File: src/rtl/ir_pkg.sv
// Shared types and default sizes for the instruction register block and
// the decoder that consumes its immediates.
package ir_pkg;

  localparam int IR_WIDTH   = 16;
  localparam int IR_DEPTH   = 2;
  localparam int IR_SHORT_W = 5;
  localparam int IR_LONG_W  = 8;

  // Encoding of the immediate format select; 00/01 keep their historic
  // long/short meaning.
  typedef enum logic [1:0] {
    IMM_LONG   = 2'd0,
    IMM_SHORT  = 2'd1,
    IMM_LONG_U = 2'd2,
    IMM_UPPER  = 2'd3
  } imm_sel_t;

endpackage

File: src/rtl/ir_imm_extract.sv
// Combinational immediate extractor. Pulls the short or long immediate field
// out of an instruction word and sign-extends, zero-extends or left-justifies
// it to the full word width.
module ir_imm_extract
  import ir_pkg::*;
#(
  parameter int WIDTH   = IR_WIDTH,
  parameter int SHORT_W = IR_SHORT_W,
  parameter int LONG_W  = IR_LONG_W
) (
  input  logic [WIDTH-1:0] ir,
  input  imm_sel_t         sel,
  output logic [WIDTH-1:0] imm
);

  // Select and extend the requested immediate field.
  always_comb begin
    imm = '0;
    case (sel)
      IMM_LONG:   imm = {{(WIDTH-LONG_W){ir[LONG_W-1]}}, ir[LONG_W-1:0]};
      IMM_SHORT:  imm = {{(WIDTH-SHORT_W){ir[SHORT_W-1]}}, ir[SHORT_W-1:0]};
      IMM_LONG_U: imm = {{(WIDTH-LONG_W){1'b0}}, ir[LONG_W-1:0]};
      IMM_UPPER:  imm = {ir[LONG_W-1:0], {(WIDTH-LONG_W){1'b0}}};
      default:    imm = '0;
    endcase
  end

endmodule

File: src/rtl/ir_prefetch.sv
// Instruction register with a small prefetch queue behind it.
//
// Flow control: a push (IrWe) is taken on a rising edge only when Full was
// low before that edge; Full is registered, so a push offered while Full=1
// is dropped and the producer must retry. Advance is the decoder's
// "consumed" strobe and only acts while IrValid=1. Push and Advance may
// coincide and both take effect. Test (scan) and Flush override both.
module ir_prefetch
  import ir_pkg::*;
#(
  parameter int WIDTH   = IR_WIDTH,
  parameter int DEPTH   = IR_DEPTH,
  parameter int SHORT_W = IR_SHORT_W,
  parameter int LONG_W  = IR_LONG_W
) (
  input  logic                         Clock,
  input  logic                         Reset,
  input  logic                         Test,
  input  logic                         SDI,
  output logic                         SDO,
  input  logic [WIDTH-1:0]             SysBus,
  input  logic                         IrWe,
  output logic                         Full,
  input  logic                         Advance,
  input  logic                         Flush,
  input  logic [1:0]                   ImmSel,
  output logic [WIDTH-1:0]             Ir,
  output logic                         IrValid,
  output logic [WIDTH-1:0]             Imm,
  output logic [$clog2(DEPTH+2)-1:0]   Count
);

  localparam int PW = $clog2(DEPTH);
  localparam int OW = $clog2(DEPTH+1);
  localparam int CW = $clog2(DEPTH+2);

  logic [WIDTH-1:0] ir_q;
  logic             ir_valid_q;
  logic [WIDTH-1:0] mem [DEPTH];
  logic [PW-1:0]    rd_ptr;
  logic [PW-1:0]    wr_ptr;
  logic [OW-1:0]    occ;

  logic             push_ok;
  logic             adv;
  logic             fifo_empty;
  logic             fifo_wr;
  logic             fifo_rd;
  logic [WIDTH-1:0] ir_next;
  logic             valid_next;

  assign Full    = (occ == OW'(DEPTH));
  assign Ir      = ir_q;
  assign IrValid = ir_valid_q;
  assign SDO     = ir_q[WIDTH-1];
  assign Count   = CW'(occ) + CW'(ir_valid_q);

  // Decide where a pushed word lands and what the instruction register
  // becomes on the next edge in normal (non-scan, non-flush) operation.
  always_comb begin
    push_ok    = IrWe & ~Full;
    adv        = Advance & ir_valid_q;
    fifo_empty = (occ == '0);
    fifo_wr    = 1'b0;
    fifo_rd    = 1'b0;
    ir_next    = ir_q;
    valid_next = ir_valid_q;
    if (adv) begin
      if (!fifo_empty) begin
        ir_next = mem[rd_ptr];
        fifo_rd = 1'b1;
        fifo_wr = push_ok;
      end else if (push_ok) begin
        // Empty queue: the incoming word replaces the consumed one directly.
        ir_next    = SysBus;
        valid_next = 1'b1;
      end else begin
        // Nothing to replace it with; Ir keeps its stale value.
        valid_next = 1'b0;
      end
    end else if (push_ok) begin
      if (!ir_valid_q) begin
        ir_next    = SysBus;
        valid_next = 1'b1;
      end else begin
        fifo_wr = 1'b1;
      end
    end
  end

  // Instruction register, valid flag, queue pointers and occupancy.
  always_ff @(posedge Clock) begin
    if (Reset) begin
      ir_q       <= '0;
      ir_valid_q <= 1'b0;
      rd_ptr     <= '0;
      wr_ptr     <= '0;
      occ        <= '0;
    end else if (Test) begin
      // Scan shifts the instruction register only; everything else holds.
      ir_q <= {ir_q[WIDTH-2:0], SDI};
    end else if (Flush) begin
      ir_q       <= '0;
      ir_valid_q <= 1'b0;
      rd_ptr     <= '0;
      wr_ptr     <= '0;
      occ        <= '0;
    end else begin
      ir_q       <= ir_next;
      ir_valid_q <= valid_next;
      if (fifo_wr) wr_ptr <= wr_ptr + PW'(1);
      if (fifo_rd) rd_ptr <= rd_ptr + PW'(1);
      occ <= occ + OW'(fifo_wr) - OW'(fifo_rd);
    end
  end

  // Queue storage; contents are don't-care until written, so no reset.
  always_ff @(posedge Clock) begin
    if (!Reset && !Test && !Flush && fifo_wr) begin
      mem[wr_ptr] <= SysBus;
    end
  end

  ir_imm_extract #(
    .WIDTH   (WIDTH),
    .SHORT_W (SHORT_W),
    .LONG_W  (LONG_W)
  ) u_imm (
    .ir  (ir_q),
    .sel (imm_sel_t'(ImmSel)),
    .imm (Imm)
  );

endmodule
File: config.mk
export PLATFORM = sky130hd
export DESIGN_NAME = ir_prefetch
export DESIGN_NICKNAME = d
export VERILOG_FILES = /design/src/rtl/ir_pkg.sv /design/src/rtl/ir_imm_extract.sv /design/src/rtl/ir_prefetch.sv
export SDC_FILE = /design/constraint.sdc
export NUM_CORES = 1
export LEC_CHECK = 0
export ABC_AREA = 1
export CORE_MARGIN = 1.5
export CORE_UTILIZATION = 55
export DETAILED_ROUTE_END_ITERATION = 10
export GPL_ROUTABILITY_DRIVEN = 0
export GPL_TIMING_DRIVEN = 0
export PLACE_DENSITY = 0.86
export SYNTH_ARGS = -nofsm -noshare
export SYNTH_HDL_FRONTEND = slang
export SYNTH_SLANG_ARGS = --single-unit
File: constraint.sdc
create_clock -name Clock -period 7.6 [get_ports Clock]
set_input_delay 1.14 -clock Clock [delete_from_list [all_inputs] [get_ports Clock]]
set_output_delay 1.14 -clock Clock [all_outputs]
set_load 0.02 [all_outputs]
Word-level counts from Yosys, hierarchy flattened
Memories as Yosys holds them, arrays and structs flattened. A register that Yosys moved wholly into a read port is not among the register bits.
Cells that the tools add are included.
{"block": "op_classes", "addsub": 5, "eq_ne": 7, "bitwise": 4, "mux": 28, "n_reduce_logical": 16}
{"operator": "16-bit 2-to-1 mux", "count": 7}
{"operator": "16-bit one-hot mux with 4 select lines", "count": 1}
{"operator": "1-bit 2-to-1 mux", "count": 19}
{"operator": "2-bit equality test (second input constant)", "count": 3}
{"operator": "3-bit AND reduction", "count": 2}
{"operator": "2-bit by 1-bit adder with 2-bit output", "count": 2}
{"operator": "2-bit logical NOT", "count": 2}
{"operator": "4-bit by 3-bit inequality test with 1-bit output (second input constant)", "count": 1}
{"operator": "4-bit inequality test (second input constant)", "count": 1}
{"operator": "2-bit AND reduction", "count": 2}
{"operator": "2-bit nonzero test", "count": 2}
{"operator": "4-bit nonzero test", "count": 1}
{"operator": "1-bit logical AND", "count": 3}
{"operator": "1-bit logical NOT", "count": 3}
{"operator": "3-bit by 2-bit inequality test with 1-bit output (second input constant)", "count": 1}
{"operator": "3-bit nonzero test", "count": 1}
{"operator": "1-bit adder (second input constant)", "count": 2}
{"operator": "1-bit bitwise AND", "count": 2}
{"operator": "2-bit by 1-bit equality test with 1-bit output (second input constant)", "count": 1}
{"operator": "2-bit 2-to-1 mux", "count": 1}
{"operator": "1-bit NOT", "count": 2}
{"operator": "2-bit by 1-bit subtractor with 2-bit output", "count": 1}
{"block": "word_totals", "wordCells": 66, "inputBits": 25, "ram_bits": 32, "output_inout_bits": 37, "mem_count": 1, "register_bits": 21}
{"memory": "mem", "depth": 2, "word_bits": 16, "read_ports": 1, "rd_ports_with_merged_regs": 1, "wr": 1, "line_no": "ir_prefetch.sv:39", "text": "logic [WIDTH-1:0] mem [DEPTH];"}

Logic depth before layout (Yosys ltp)
Gate-level depths: netlist of the first run.
{"block": "depth", "word_depth": 8, "ltp_mapped": 13, "depth_no_buf": 12}

Hierarchy
From an unflattened synthesis of the first run, not the netlist that was laid out.
{"block": "hier_totals", "cells_unflattened": 358, "area_unflattened_um2": 2880.3}
{"mod": "ir_prefetch", "n_inst": 1, "area_each_um2": 2673.8, "seq_area_each_um2": 1401.3, "cells_each": 318}
{"mod": "ir_imm_extract", "n_inst": 1, "area_each_um2": 206.4, "seq_area_each_um2": 0.0, "cells_each": 40}

Least setup slack after synthesis of the first run
OpenSTA, ideal clock, no wires.
{"block": "synth_path", "path_kind": "input port to flip-flop", "startpoint": "input Test", "endpoint": "memory mem[1][0] (netlist name) (enable)", "path_stages": 3, "arrival_time_ns": 3.133, "path_buffers": 2, "required_time_ns": 7.168, "setup_ns": 0.432, "slack_ns": 4.036, "cell_sequence": "buf_6 > clkbuf_1 > nor4_1"}
{"block": "synth_between", "elab_chain_cells": 6}
{"element": "from (decl)", "line_no": "ir_prefetch.sv:18", "text": "input logic Test,"}
{"element": "1-bit logical NOT", "line_no": "ir_prefetch.sv:119", "text": "if (!Reset && !Test && !Flush && fifo_wr) begin"}
{"element": "1-bit logical AND (3 in series)", "line_no": "ir_prefetch.sv:119"}
{"element": "1-bit 2-to-1 mux", "line_no": "ir_prefetch.sv:119"}
{"element": "1-bit 2-to-1 mux (implied by the code)", "line_no": "ir_prefetch.sv:120", "text": "mem[wr_ptr] <= SysBus;"}
{"element": "to (decl)", "line_no": "ir_prefetch.sv:39"}
No other way between the ends.

Worst setup path after layout of the first run
{"block": "layout_path", "startpoint": "input ImmSel[0]", "endpoint": "output Imm[14]"}
{"block": "layout_between", "elab_chain_cells": 2, "elab_cells_between_ends": 5, "classes_between": "eq/ne: 3; mux: 1; reduce/logical: 1"}
{"element": "from (decl)", "line_no": "ir_prefetch.sv:26", "text": "input logic [1:0] ImmSel,"}
{"element": "2-bit equality test, or another cell as far along", "line_no": "ir_imm_extract.sv:19", "text": "case (sel)"}
{"element": "16-bit one-hot mux with 4 select lines *", "line_no": "ir_imm_extract.sv:19"}
{"element": "to (decl)", "line_no": "ir_prefetch.sv:29", "text": "output logic [WIDTH-1:0] Imm,"}
Every way passes the cells marked *; elsewhere a longest branch is shown, timed or not.

==> results of run 1 <==
==> critical path, cell delays in order <==
cell and delay, ns:
clkdlybuf4s50_1 0.55, inv_1 0.08, nor2_1 0.09, nand2_1 0.09, nand2_1 0.08, inv_1 0.09
o21ai_0 0.10, clkdlybuf4s50_1 0.63
==> state kept, by name (all words and copies together), names as in the netlist, named ones only <==
register	flops
mem	32
Ir	16
occ	2
IrValid	1
rd_ptr	1
wr_ptr	1
==> worst min-delay path by stage <==
stage | startpoint | end | slack [ns] | cells after the start
floorplan | rd_ptr | flop | 0.43 | 1
global placement | rd_ptr | rd_ptr | 0.45 | 1
detailed placement | rd_ptr | rd_ptr | 0.45 | 1
CTS | rd_ptr | rd_ptr | 0.46 | 1
global route | rd_ptr | rd_ptr | 0.49 | 1
finish | rd_ptr | flop | 0.46 | 1
==> power by group <==
group | internal [mW] | switching (mW)
logic | 0.0475 | 0.0564
clock network | 0.0649 | 0.0931
registers | 0.315 | 0.00616
total | 0.428 | 0.156
==> metal layers <==
| layer | share of wire [%] | global-route usage [%] | vias up |
|---|---|---|---|
| li1 | - | - | 1309 |
| met1 | 42 | 30.4 | 1133 |
| met2 | 50 | 44.9 | 86 |
| met3 | 5.0 | 5.16 | 15 |
| met4 | 2.9 | 11.3 | 0 |
| met5 | 0 | 0 | - |
==> stage by stage <==
stage                     instances  util, %  hold slack [ns]
after floorplan                 380        -            0.430
after global placement          510     70.5            0.445
after detailed placement        512     70.9            0.446
after CTS                       520     72.6            0.464
after global routing            520     72.6            0.493
final                           520     72.6            0.460
==> synthesized netlist by cell type (all sizes together) <==
library cell | n | share of area [%]
inv | 66 | 8.6
ha | 3 | 1.3
dfxtp | 22 | 15
nor4 | 1 | 0.22
xnor2 | 1 | 0.30
clkbuf | 6 | 0.78
o21ai | 24 | 4.2
nand2 | 113 | 16
buf | 11 | 3.6
xor2 | 1 | 0.30
edfxtp | 32 | 33
nand4 | 1 | 0.22
or2 | 1 | 0.22
nor2 | 57 | 8.8
a21oi | 15 | 2.6
a211oi | 1 | 0.26
nand3 | 25 | 4.5
==> layout make-up <==
| class | instances | area (um2) | area share (%) |
|---|---|---|---|
| Tap cell | 70 | 87.6 | 2.38 |
| Sequential cell | 54 | 1400 | 38.0 |
| Buffer | 17 | 125 | 3.40 |
| Inverter | 66 | 248 | 6.72 |
| Timing Repair Buffer | 62 | 616 | 16.7 |
| Clock inverter | 2 | 13.8 | 0.374 |
| Clock buffer | 6 | 72.6 | 1.97 |
| Multi-Input combinational cell | 243 | 1120 | 30.4 |
==> cells by family after synthesis <==
group,Yosys count
buffers and inverters,83
AND/OR/NAND/NOR,198
AO/OA/AOI/OAI,40
adder cells (fa/ha/maj),3
XOR/XNOR,2
flip-flops,54
==> flow_summary.ini, run 1 <==
[placed_design]
placedInstanceArea_mm2 = 0.00360
io_buffers = 60
place_hpwl_um = 5070
dp_slack_ns = 3.62

[floorplan]
initial_core_util_pct = 56.9
core_mm2 = 0.00507
die_x_um = 75.5
die_area_mm2 = 0.00570
die_y_um = 75.5
rows = 26
io_pins = 62

[sta]
setup_viol = 0
tightest_slew_ns = 0.741
drv_slew = 0
relSlewSlack_pct = 50.2
fin_crit_sh_pct = 52.5
fmax_ghz = 0.251
fin_setup_tns_ns = 0
fin_skew_ns = 0.0133
period_needed_ns = 3.99
rsz0062_at_grt = false
hold_viol_final = 0
fin_ws_ns = 3.61

[yosys]
synth_xor_area_share_pct = 0.606
syn-instance-count = 380
synth_warnings = 0
avgSynthCellArea_um2 = 7.60
synth_top_family_by_area = simple AND/OR/NAND/NOR gates
ys_ff_latch = 54
synth_simple_gate_area_share_pct = 29.7
synth_fa_ha_area_share_pct = 1.30
synthesis.nets = 408
syn-cell-area_mm2 = 0.00289
synth.area.mux_share_pct = 0
seq_area_frac_synth_pct = 48.5
synth_compound_area_share_pct = 7.02
ys_types = 26

[routing]
avgRoutedWirePerCell_um = 12.8
route.detailed.drc = 0
first_pass_iters = 5
num_vias = 2543
drt_iter0_markers = 173
totalWireLength_um = 6650
antenna_left = 0
viasPerCell = 4.89

[clock_network]
cts_hold_buf = 0
h-tree-depth = 2
clock-sinks = 54
clock_latency_ns = 0.32
post_cts_buffers = 0
clk_pin_slew_ns = 0.09
cts_inserted_buffers = 5
cts_resized = 0
clockRootBuffer = clkbuf_8
clock_path_buffers = 2
cts_tree = yes

[setup_path]
reg2reg_to = mem[1][7]
worstSetupEndpoint = Imm[14]
critPathKind = in -> out
crit_path_start_kind = input port
required_ns = 6.46
reg2regPathDepth = 7
crit_start = ImmSel[0]
endpoint_kind = primary output
critical_path_arrival_ns = 2.85
rrSetupSlack_ns = 5.48
critPathMaxFanout = 7
reg2reg_from = IrValid

[cells_and_area]
fin_nets = 477
drive_gt1_share_pct = 10.0
n_antenna_cell = 0
fillers = 420
syn2layout_area_growth_pct = 27.5
final_common_cell = nand2_1
final_cell_area_mm2 = 0.00368
layout_common_cells = nand2_1 (103), inv_1 (64), clkdlybuf4s50_1 (60)

[global_route]
antenna_found_initial = 0
grt_max_degree = 17
grt_pass1_wl_um = 10800
grt_overflow_total = 0
grt_use_total_pct = 25.6
first_global_vias = 2393

[flow_run]
cap_violations = 0

[power]
p_leak_nw = 1.68
powerDensity_mw_per_mm2 = 158
p_total_mw = 0.583
ir_worst_vdd_mv = 0.132

[hold_path]
hold_class = reg -> reg

[run_status]
outcome = finished clean
No activity file was read; power rests on OpenSTA's default activity.
==> run 2, diff against run 1 <==
CORE_UTILIZATION = 51   (was 55)
PLACE_DENSITY = 0.8   (was 0.86)
clock period = 3.7 ns   (was 7.6 ns; I/O delays follow)
==> run 2 against run 1 <==
Compared with the run above: first-iteration DRC count fell by 13%; final cell count rose by 0.38%; sequential power rose by 110%; clock power rose by 100%; worst hold slack improved by 0.0087 ns.
==> flow_summary.ini, run 2 (same netlist as run 1, synthesis figures left out) <==
[run_status]
outcome = finished clean

[sta]
tightest_slew_ns = 0.687
setup_viol = 0
hold_viol_final = 0
fmax_ghz = 0.356
hold_slack_ns = 0.469
rsz0062_at_grt = false
period_needed_ns = 2.81
relSlewSlack_pct = 54.2
fin_skew_ns = 0.00755
fin_crit_sh_pct = 75.9
drv_slew = 0

[floorplan]
io_pins = 62
core_mm2 = 0.00547
die_y_um = 78.3
rows = 27
die_area_mm2 = 0.00613
die_x_um = 78.3
initial_core_util_pct = 52.8

[routing]
antenna_left = 0
num_vias = 2592
avgRoutedWirePerCell_um = 12.8
viasPerCell = 4.97
totalWireLength_um = 6700
route.detailed.drc = 0
drt_iter0_markers = 151
first_pass_iters = 4

[cells_and_area]
syn2layout_area_growth_pct = 27.4
final_cell_area_mm2 = 0.00368
final_util_pct = 67.3
fin_nets = 477
final_common_cell = nand2_1
final_cells = 522
drive_gt1_share_pct = 9.56
layout_common_cells = nand2_1 (103), inv_1 (64), clkdlybuf4s50_1 (60)
n_antenna_cell = 0
regMostFlops = mem
largest_reg_flops = 32
fillers = 472

[clock_network]
cts_inserted_buffers = 5
clk_pin_slew_ns = 0.09
clock-sinks = 54
post_cts_buffers = 0
clockRootBuffer = clkbuf_8
cts_hold_buf = 0
cts_resized = 0
clock_path_buffers = 2
cts_tree = yes
clock_latency_ns = 0.32
h-tree-depth = 2

[power]
ir_worst_vdd_mv = 0.244
p_total_mw = 1.20
p_leak_nw = 1.68
powerDensity_mw_per_mm2 = 325

[hold_path]
whs_path_depth = 1
hold_class = reg -> reg
min_to = rd_ptr
holdCritStartpoint = rd_ptr

[placed_design]
placedInstanceArea_mm2 = 0.00360
io_buffers = 60
dp_cells = 514
place_hpwl_um = 4970

[global_route]
grt_use_total_pct = 24.0
grt_max_degree = 17
grt_overflow_total = 0
grt_pass1_wl_um = 11400
first_global_vias = 2533
antenna_found_initial = 0

[setup_path]
rrSetupSlack_ns = 1.61
endpoint_kind = primary output
reg2reg_to = occ[1]
reg2reg_from = IrValid
reg2regPathDepth = 12
critical_path_arrival_ns = 2.26
critPathMaxFanout = 7
required_ns = 3.14
critPathKind = in -> out
crit_path_start_kind = input port

[flow_run]
cap_violations = 0
## run 2: how the worst max path moves through the flow
stage / start / endpoint
2_1_floorplan: Test / mem[1][0]
3_3_place_gp: Advance / mem[1][10]
3_5_place_dp: ImmSel[0] / Imm[11]
4_1_cts: ImmSel[0] / Imm[8]
5_1_grt: ImmSel[0] / Imm[8]
6_report: ImmSel[0] / Imm[8]
## run 2: final cells by class
| type | count | area (um2) | area share [%] |
|---|---|---|---|
| plain buffers | 17 | 125 | 3.40 |
| inverters | 66 | 248 | 6.73 |
| flip-flops and latches | 54 | 1400 | 38.1 |
| repair buffers | 62 | 616 | 16.7 |
| clock buffers | 8 | 80.1 | 2.18 |
| multi-input cells | 243 | 1120 | 30.5 |
| well taps | 72 | 90.1 | 2.45 |
## run 2: critical path: stages
cell and delay [ns]:
clkdlybuf4s50_1 0.55, inv_1 0.07, nor2_1 0.08, nand2_1 0.09
nand2_1 0.07, inv_1 0.09, o21ai_0 0.10, clkdlybuf4s50_1 0.64
## run 2: per-layer routing
layer,part of all wire [%],up-vias,track usage (%),routed length [um]
met5,0,-,0,0
met4,2.0,0,8.39,131
met1,43,1190,29.0,2860
met3,5.8,12,4.53,387
met2,50,80,42.5,3320
li1,-,1310,-,-
## run 2: power breakdown
part           internal [mW]  leakage [nW]  switching [mW]
logic                 0.0976          1.17           0.115
registers              0.647         0.467          0.0127
clock network          0.135        0.0395           0.188
total                  0.880          1.68           0.316
## run 2: through the flow
stage / setup TNS (ns) / setup WS (ns)
after floorplan: 0 / 0.721
after global placement: -13.48 / -0.843
after detailed placement: 0 / 0.902
after CTS: 0 / 0.888
after global routing: 0 / 0.721
final: 0 / 0.890
==> run 3, diff against run 2 <==
CORE_UTILIZATION = 46   (was 51)
PLACE_DENSITY = 0.76   (was 0.8)
clock period = 2.3 ns   (was 3.7 ns; I/O delays follow)
==> run 3 against run 2 <==
Compared with the run above: combinational power grew 58%; clock power grew 91%; final cell count grew 0.38%; largest power group unchanged; critical path type unchanged.
==> flow_summary.ini, run 3 (same netlist as run 1, synthesis figures left out) <==
[run_status]
outcome = finished clean

[clock_network]
cts_inserted_buffers = 5
cts_hold_buf = 0
clockRootBuffer = clkbuf_8
clk_pin_slew_ns = 0.08
clock-sinks = 54
clock_path_buffers = 2
clock_latency_ns = 0.31
post_cts_buffers = 0
cts_resized = 8
cts_tree = yes
h-tree-depth = 2

[setup_path]
reg2regPathDepth = 12
reg2reg_from = occ[0]
critPathKind = in -> out
critPathMaxFanout = 8
crit_start = ImmSel[0]
critical_path_arrival_ns = 1.85
required_ns = 1.96
crit_path_start_kind = input port
endpoint_kind = primary output

[floorplan]
die_x_um = 82.3
initial_core_util_pct = 48.2
core_mm2 = 0.00599
die_y_um = 82.3
die_area_mm2 = 0.00677
io_pins = 62
rows = 28

[sta]
tightest_slew_ns = 0.690
fin_skew_ns = 0.00494
fin_crit_sh_pct = 95.6
setup_viol = 0
fmax_ghz = 0.455
rsz0062_at_grt = false
hold_viol_final = 0
hold_slack_ns = 0.444
drv_slew = 0
period_needed_ns = 2.20
relSlewSlack_pct = 53.9

[cells_and_area]
final_cell_area_mm2 = 0.00372
drive_gt1_share_pct = 10.5
fin_nets = 476
regMostFlops = mem
layout_common_cells = nand2_1 (101), inv_1 (64), clkdlybuf4s50_1 (48)
n_antenna_cell = 0
largest_reg_flops = 32
final_common_cell = nand2_1
syn2layout_area_growth_pct = 28.9

[routing]
drt_iter0_markers = 134
route.detailed.drc = 0
totalWireLength_um = 6570
avgRoutedWirePerCell_um = 12.5
first_pass_iters = 4
viasPerCell = 4.81
num_vias = 2518
antenna_left = 0

[global_route]
grt_use_total_pct = 20.9
grt_max_degree = 17
first_global_vias = 2447
grt_pass1_wl_um = 10700
grt_overflow_total = 0
antenna_found_initial = 0

[placed_design]
place_hpwl_um = 4970
io_buffers = 60
placedInstanceArea_mm2 = 0.00361

[power]
powerDensity_mw_per_mm2 = 541
p_leak_nw = 1.77
ir_worst_vdd_mv = 0.325

[hold_path]
whs_path_depth = 5
holdCritStartpoint = Test
hold_class = in -> reg

[flow_run]
cap_violations = 0
==> run 3: cell count changes in the layout (fill, tap and decap cells not counted), sizes merged <==
cell | previous run | this run
buf | 13 | 12
clkbuf | 14 | 15
dlygate4sd2 | 0 | 1
bufinv | 0 | 1
clkdlybuf4s15 | 0 | 5
clkdlybuf4s50 | 60 | 48
dlymetal6s2s | 0 | 4
==> run 3: final timing paths <==
kind	end	slack, ns
min reg2reg	rd_ptr	0.47
max reg2reg	occ[1]	0.30
max	Imm[4]	0.10
min	Ir[3]	0.44
==> run 3: worst max-delay path, stage by stage <==
cell	delay (ns)
clkdlybuf4s50_1	0.51
nand2_2	0.18
inv_1	0.11
nor2_1	0.10
clkdlybuf4s50_1	0.61
==> run 3: area by class of cell <==
cell class,instances,area [um2]
fill,551,2270
multi-input combinational,243,1130
tap,75,93.8
buffer,17,125
clock inverter,1,30.0
clock buffer,7,76.3
inverter,66,248
timing repair buffer,61,614
sequential,54,1400
==> run 3: routing by layer <==
metal  share of wire [%]  vias to the layer above  track usage, %
met4                 3.0                        0            9.32
met2                  49                       65            34.9
met1                  43                     1131            26.1
li1                    -                     1305               -
met5                   0                        -               0
met3                 4.7                       17            3.85
==> run 3: report_power, final <==
part | switching [mW] | internal [mW] | total [mW]
Sequential | 0.0191 | 1.04 | 1.06
Clock | 0.291 | 0.326 | 0.617
Combinational | 0.186 | 0.151 | 0.337
==> run 3: stage by stage <==
step	util, %	instances	power [mW]	setup TNS [ns]	setup WS, ns
3_3_place_gp	59.9	515	1.42	-16.41	-0.876
3_5_place_dp	60.3	516	1.43	-5.01	-0.193
6_report	62.2	524	2.01	0	0.100
5_1_grt	62.2	524	2.11	0	0.00538
2_1_floorplan	-	380	1.26	0	0.0208
4_1_cts	61.9	524	2.03	0	0.0105
